### src/rtl/serial_compare_ctrl.sv
// Bit-serial magnitude comparator sequencer: walks A/B MSB-first through external
// 1-bit comparator cells and stops on the first differing bit.
module serial_compare_ctrl #(
  parameter int WIDTH = 8
) (
  input  logic             clk,
  input  logic             rst_n,
  input  logic             start,
  input  logic             signed_mode,
  input  logic [WIDTH-1:0] A,
  input  logic [WIDTH-1:0] B,
  output logic             cp_a,
  output logic             cp_b,
  input  logic             cp_gt,
  input  logic             cp_lt,
  output logic             busy,
  output logic             done,
  output logic             gt,
  output logic             eq,
  output logic             lt,
  output logic [1:0]       dbg_state
);

  localparam int IDX_W = (WIDTH > 1) ? $clog2(WIDTH) : 1;
  localparam logic [IDX_W-1:0] IDX_MSB = IDX_W'(WIDTH - 1);

  typedef enum logic [1:0] {
    IDLE = 2'd0,
    SCAN = 2'd1,
    DONE = 2'd2
  } state_t;

  state_t           state, state_nxt;
  logic [WIDTH-1:0] a_reg, b_reg;
  logic             sgn_reg;
  logic [IDX_W-1:0] idx;
  logic             accept, swap, eff_gt, eff_lt;
  logic             hit_gt, hit_lt, hit_eq;

  // Handshake: start is a request taken on any rising edge where busy is low
  // (IDLE or DONE); each accepted request yields exactly one done pulse unless
  // rst_n intervenes. Requests seen while busy are dropped, not queued.
  assign accept = start && (state != SCAN);

  // The sign bit of a two's-complement operand carries negative weight, so a
  // 1 there means "smaller": swap the cell outputs on that bit only.
  assign swap   = sgn_reg && (idx == IDX_MSB);
  assign eff_gt = swap ? cp_lt : cp_gt;
  assign eff_lt = swap ? cp_gt : cp_lt;

  assign cp_a      = (state == SCAN) ? a_reg[idx] : 1'b0;
  assign cp_b      = (state == SCAN) ? b_reg[idx] : 1'b0;
  assign busy      = (state == SCAN);
  assign done      = (state == DONE);
  assign dbg_state = state;

  always_ff @(posedge clk or negedge rst_n) begin
    if (!rst_n) state <= IDLE;
    else        state <= state_nxt;
  end

  always_comb begin
    state_nxt = state;
    hit_gt    = 1'b0;
    hit_lt    = 1'b0;
    hit_eq    = 1'b0;
    case (state)
      IDLE: if (start) state_nxt = SCAN;
      SCAN: begin
        // gt wins if a faulty cell raises both lines
        if (eff_gt) begin
          hit_gt    = 1'b1;
          state_nxt = DONE;
        end else if (eff_lt) begin
          hit_lt    = 1'b1;
          state_nxt = DONE;
        end else if (idx == '0) begin
          hit_eq    = 1'b1;
          state_nxt = DONE;
        end
      end
      DONE:    state_nxt = start ? SCAN : IDLE;
      default: state_nxt = IDLE;
    endcase
  end

  always_ff @(posedge clk or negedge rst_n) begin
    if (!rst_n) begin
      a_reg   <= '0;
      b_reg   <= '0;
      sgn_reg <= 1'b0;
      idx     <= '0;
      gt      <= 1'b0;
      eq      <= 1'b0;
      lt      <= 1'b0;
    end else if (accept) begin
      a_reg   <= A;
      b_reg   <= B;
      sgn_reg <= signed_mode;
      idx     <= IDX_MSB;
      gt      <= 1'b0;
      eq      <= 1'b0;
      lt      <= 1'b0;
    end else if (state == SCAN) begin
      if (hit_gt)      gt  <= 1'b1;
      else if (hit_lt) lt  <= 1'b1;
      else if (hit_eq) eq  <= 1'b1;
      else             idx <= idx - 1'b1;
    end
  end

endmodule

### config.mk
export PLATFORM = sky130hd
export DESIGN_NAME = serial_compare_ctrl
export DESIGN_NICKNAME = d
export VERILOG_FILES = /design/src/rtl/serial_compare_ctrl.sv
export SDC_FILE = /design/constraint.sdc
export NUM_CORES = 1
export LEC_CHECK = 0
export BUFFER_PORTS_ARGS = -buffer_cell sky130_fd_sc_hd__buf_4
export CORE_UTILIZATION = 40
export CTS_BUF_LIST = sky130_fd_sc_hd__clkbuf_16
export DETAILED_ROUTE_END_ITERATION = 8
export PLACE_DENSITY = 0.72
export SLEW_MARGIN = 25
export SYNTH_ARGS = -nofsm -noshare
export SYNTH_HDL_FRONTEND = slang
export SYNTH_SLANG_ARGS = --single-unit
### constraint.sdc
create_clock -name clk -period 2.7 [get_ports clk]
set_input_delay 0.405 -clock clk [delete_from_list [all_inputs] [get_ports clk]]
set_output_delay 0.405 -clock clk [all_outputs]
set_load 0.01 [all_outputs]
### After elaboration in Yosys (flattened, before gate mapping)

Cells that the tools add are included.

* register bits: 25
* input port bits: 22
* memories: 0
* logic and storage cells: 72
* bits in read-only memories: 0
* latch bits: 0
* bits in writable memories: 0
* output and inout bits: 9

* eq/ne operators: 9
* mux-type cells: 40
* $lt $le $gt $ge: 1
* bitwise operators: 0
* divide/modulo/power cells: 0
* $mul: 0
* reductions and logical operators: 13
* shift operators: 0
* add/subtract/negate cells: 1

Operators by type and width (number)
* two-way mux 1 bit: 28
* two-way mux 3 bit: 5
* two-way mux 2 bit: 4
* inequality test 2 bit, second input constant: 4
* AND reduction 4 bit: 2
* nonzero test 2 bit: 4
* binary-select mux 1 bit (select 3 bit): 2
* one-hot mux 2 bit (3 select lines): 1
* less-than comparator 3 x 4 -> 1 bit, second input constant: 1
* inequality test 4 x 1 -> 1 bit, second input constant: 1
* AND reduction 2 bit: 2
* == test 3 bit, second input constant: 1
* logical NOT 3 bit: 1
* AND reduction 3 bit: 1
* subtractor 3 x 1 -> 3 bit, second input constant: 1
* == test 2 x 1 -> 1 bit, second input constant: 1
* == test 2 bit, second input constant: 1
* logical AND 1 bit: 2
* logical NOT 2 bit: 1
* inequality test 2 x 1 -> 1 bit, second input constant: 1

### Depth between registers and ports, before layout

* word-level depth: 11
* gate-level depth with buffers: 6
* gate-level depth less buffers: 5

### Worst setup path after synthesis

OpenSTA, ideal clock, no wires.

* path type: reg-to-output
* start: register idx[1]
* end: output port cp_a
* data arrival time: 1111 ps
* path slack: 1184 ps
* cell stages (with the launch flop): 5
* data required time: 2295 ps
* cells stage by stage: dfrtp_1 -> buf_6 -> mux4_2 -> nand2_1 -> a21oi_1

* longest elaborated chain between the ends: 3

Ends and longest elaborated chain
* from (decl): RTL line 36 `logic [IDX_W-1:0] idx;`
* from (signal assigned): RTL line 108 `else idx <= idx - 1'b1;`
* binary-select mux 1 bit (select 3 bit): RTL line 51 `assign cp_a = (state == SCAN) ? a_reg[idx] : 1'b0;`
* two-way mux 1 bit (not written as such): RTL line 51
* two-way mux 1 bit: RTL line 51
* to (decl): RTL line 12 `output logic cp_a,`

Every way passes these cells. The select of a mux whose other input is x is not followed.

### Final worst setup path

Ends and elaborated chain as after synthesis.

==> impl_results.md <==
- Outcome: completed
- Mapped Area: around 1300 um2
- Rel. slew slack: about three fifths
- RePlAce Congestion: 0.7559
- Synth warnings: 0
- Clock sinks: 25
- Total CTS buffers: 3
- Peak VDD IR: around 0.42 mV
- Post-cts resize count: 0
- Hold slack: ~44 ps
- Sequential-to-total area share from yosys stat: 48.92%
- DRC: 0
- Vias per cell: 4.849
- Total track usage: between 10 and 15%
- FF+latch count, synth: 25
- Crit Path Category: reg2out
- Util after Layout: approximately 52%
- Clk_skew: roughly 1.2 ps
- Placed Instance Area: 1509 um2
- Hold_buf cts: 0
- Drt total wl: 2.162 mm
- IO Pins: 31
- WP data required: about 2300 ps
- Nets: 148
- CP Data Arrival Time: 1650 ps
- RSZ-0062 raised after global routing: no
- Root Buffer: clkbuf_16
- Actual slew at the worst max-slew pin: 612.1 ps
- Clk buf depth: 2
- Layout Area Growth over Synthesis: 24.17%
- Yosys top cell by area: dfrtp_1
- Async S/R FF share, synth: 100.0%
- Pre-Repair DR Iteration Count: 4
- Placement Setup Slack: 920.1 ps
- Post-synth top flop: dfrtp_1
- Reg2reg setup slack: 1000 ps
- Post-CTS Setup Inserts: 0
- Total negative slack: 0 ps
- Final min period: around 2100 ps
- DRT iter0 DRCs: 9
- Average routed wire per standard cell: 13.02 um
- Initial Utilization: between 40% and 50%
- Setup ws final: 642.5 ps
- Number of global-route vias before repair: ~850
- Pin count of the biggest net entering global routing: 26
- CTS clock-pin slew for the worst setup and hold paths: 60 ps
- Final Hold Fails: 0
- Max Slew Vio Count: 0
- Synth unique cells: 23
- Htree depth: 1
- Routed Antenna Nets: 0
- Synth top area cells: dfrtp_1 (49%), mux2_4 (20%), mux4_2 (7.0%)
- CP Launch Type: register
- Final-report setup violation count: 0
- Core Area: 3053 um2
- Antenna violations before repair: 0
- CTS tree: built
- GRT overflow: 0
- Die area: 3427 um2
- Clock latency on the worst-skew pair: between 200 and 300 ps
- Fillers: 277
- Die W: 58.54 um
- Finished Cell Area: 1588 um2
- Antenna diode count: 0
- Leak: 0.7943 nW
- # rows: 20
- Vias: just over 800
- Crit Path Max Fanout: 7
- CP Capture Type: output port
- Layout cell share with drive strength beyond 1: between 40% and 50%
- Cell count after synthesis: 93
- Period Utilization, post-route: about three quarters
- Max Cap Viol: 0
- Hold Crit Class: in2async
- Max Clock Freq: 486.0 MHz
- First-pass GRT wire length: 3.739 mm
- Syn Area/Cell: between 10 and 15 um2
- Post-synth EDFFs: 0
- Final HPWL DP: roughly 1.6 mm
- Reg2reg path depth: 3
- Synthesized Nets: 118
- Share of the synthesized area in the top cell type: 48.92%
- Number of buffers added on ports: 30
- Pwr Density: 657.1 nW/um2
- Die Y: 58.54 um
[path summary, 6_finish.rpt]
path,to,from
worst max-delay path,cp_a,idx[1]
worst max register to register,a_reg[4],dbg_state[1]
worst min-delay path,sgn_reg,rst_n
max in group asynchronous,a_reg[2],rst_n
min in group clk,sgn_reg,signed_mode
worst min register to register,b_reg[5],b_reg[5]
[layout make-up]
class | count | area, um2 | area share [%]
Inverter | 4 | 15.01 | 0.9456
Clock buffer | 3 | 75.07 | 4.728
Multi-Input combinational cell | 59 | 588.1 | 37.04
Sequential cell | 25 | 625.6 | 39.40
Timing Repair Buffer | 30 | 225.2 | 14.18
Clock inverter | 1 | 3.754 | 0.2364
Tap cell | 44 | 55.05 | 3.467
[per-stage QoR]
| step | total power [mW] | instances |
|---|---|---|
| final | 1.043 | 166 |
| after global routing | 1.103 | 166 |
| after CTS | 1.056 | 166 |
| after detailed placement | 0.7359 | 162 |
| after global placement | 0.7292 | 162 |
| after floorplan | 0.6579 | 93 |
[kinds of logic (layout without fill, tap and decap cells)]
kind of cell / count (synthesis) / after routing / synth area share, %
adder cells (fa/ha/maj): 3 / 3 / 2.936
buffers and inverters: 9 / 38 / 5.087
AO/OA/AOI/OAI: 14 / 14 / 6.263
flip-flops: 25 / 25 / 48.92
AND/OR/NAND/NOR: 18 / 18 / 7.437
multiplexers: 24 / 24 / 29.35
[worst max-delay path, cell delays in order (launching register included)]
cell     delay, ps
dfrtp_1        540
mux4_2         550
nand2_1         80
a21oi_1         70
buf_4          160
[layout by cell type (no fill, tap or decap), drive strengths merged]
cell    count
a31oi       1
ha          3
nor2        2
mux2       17
mux2i       3
o211ai      1
or2         1
nand3       2
o31ai       1
clkbuf      3
a21oi       6
mux4        4
nor4        1
inv         5
o21ai       4
nand4       1
buf        30
dfrtp      25
a22o        1
nand2b      4
nor2b       2
nand2       5
[report_power, final]
group / switching, mW / leakage [nW] / total [mW] / internal [mW]
Clock: 0.118 / 0.0423 / 0.316 / 0.197
Combinational: 0.0890 / 0.461 / 0.249 / 0.160
Sequential: 0.0423 / 0.291 / 0.479 / 0.437
Total: 0.250 / 0.794 / 1.04 / 0.794
[layer usage]
layer  track usage, %  vias to the layer above  share of wire [%]
li1                 -                      393                  -
met1            20.23                      390                 49
met2            23.15                       20                 47
met3            3.297                        2                3.0
met4            3.061                        0               0.37
met5                0                        -                  0
[synthesized netlist by cell type (3+ instances only)]
cell type and number:
mux2_4 17, buf_6 4, inv_1 4, nand2b_1 4, dfrtp_1 25, o21ai_0 4
a21oi_1 6, mux4_2 4, nand2_1 4, mux2i_1 3, ha_1 3
No activity file was read; power rests on OpenSTA's default activity.
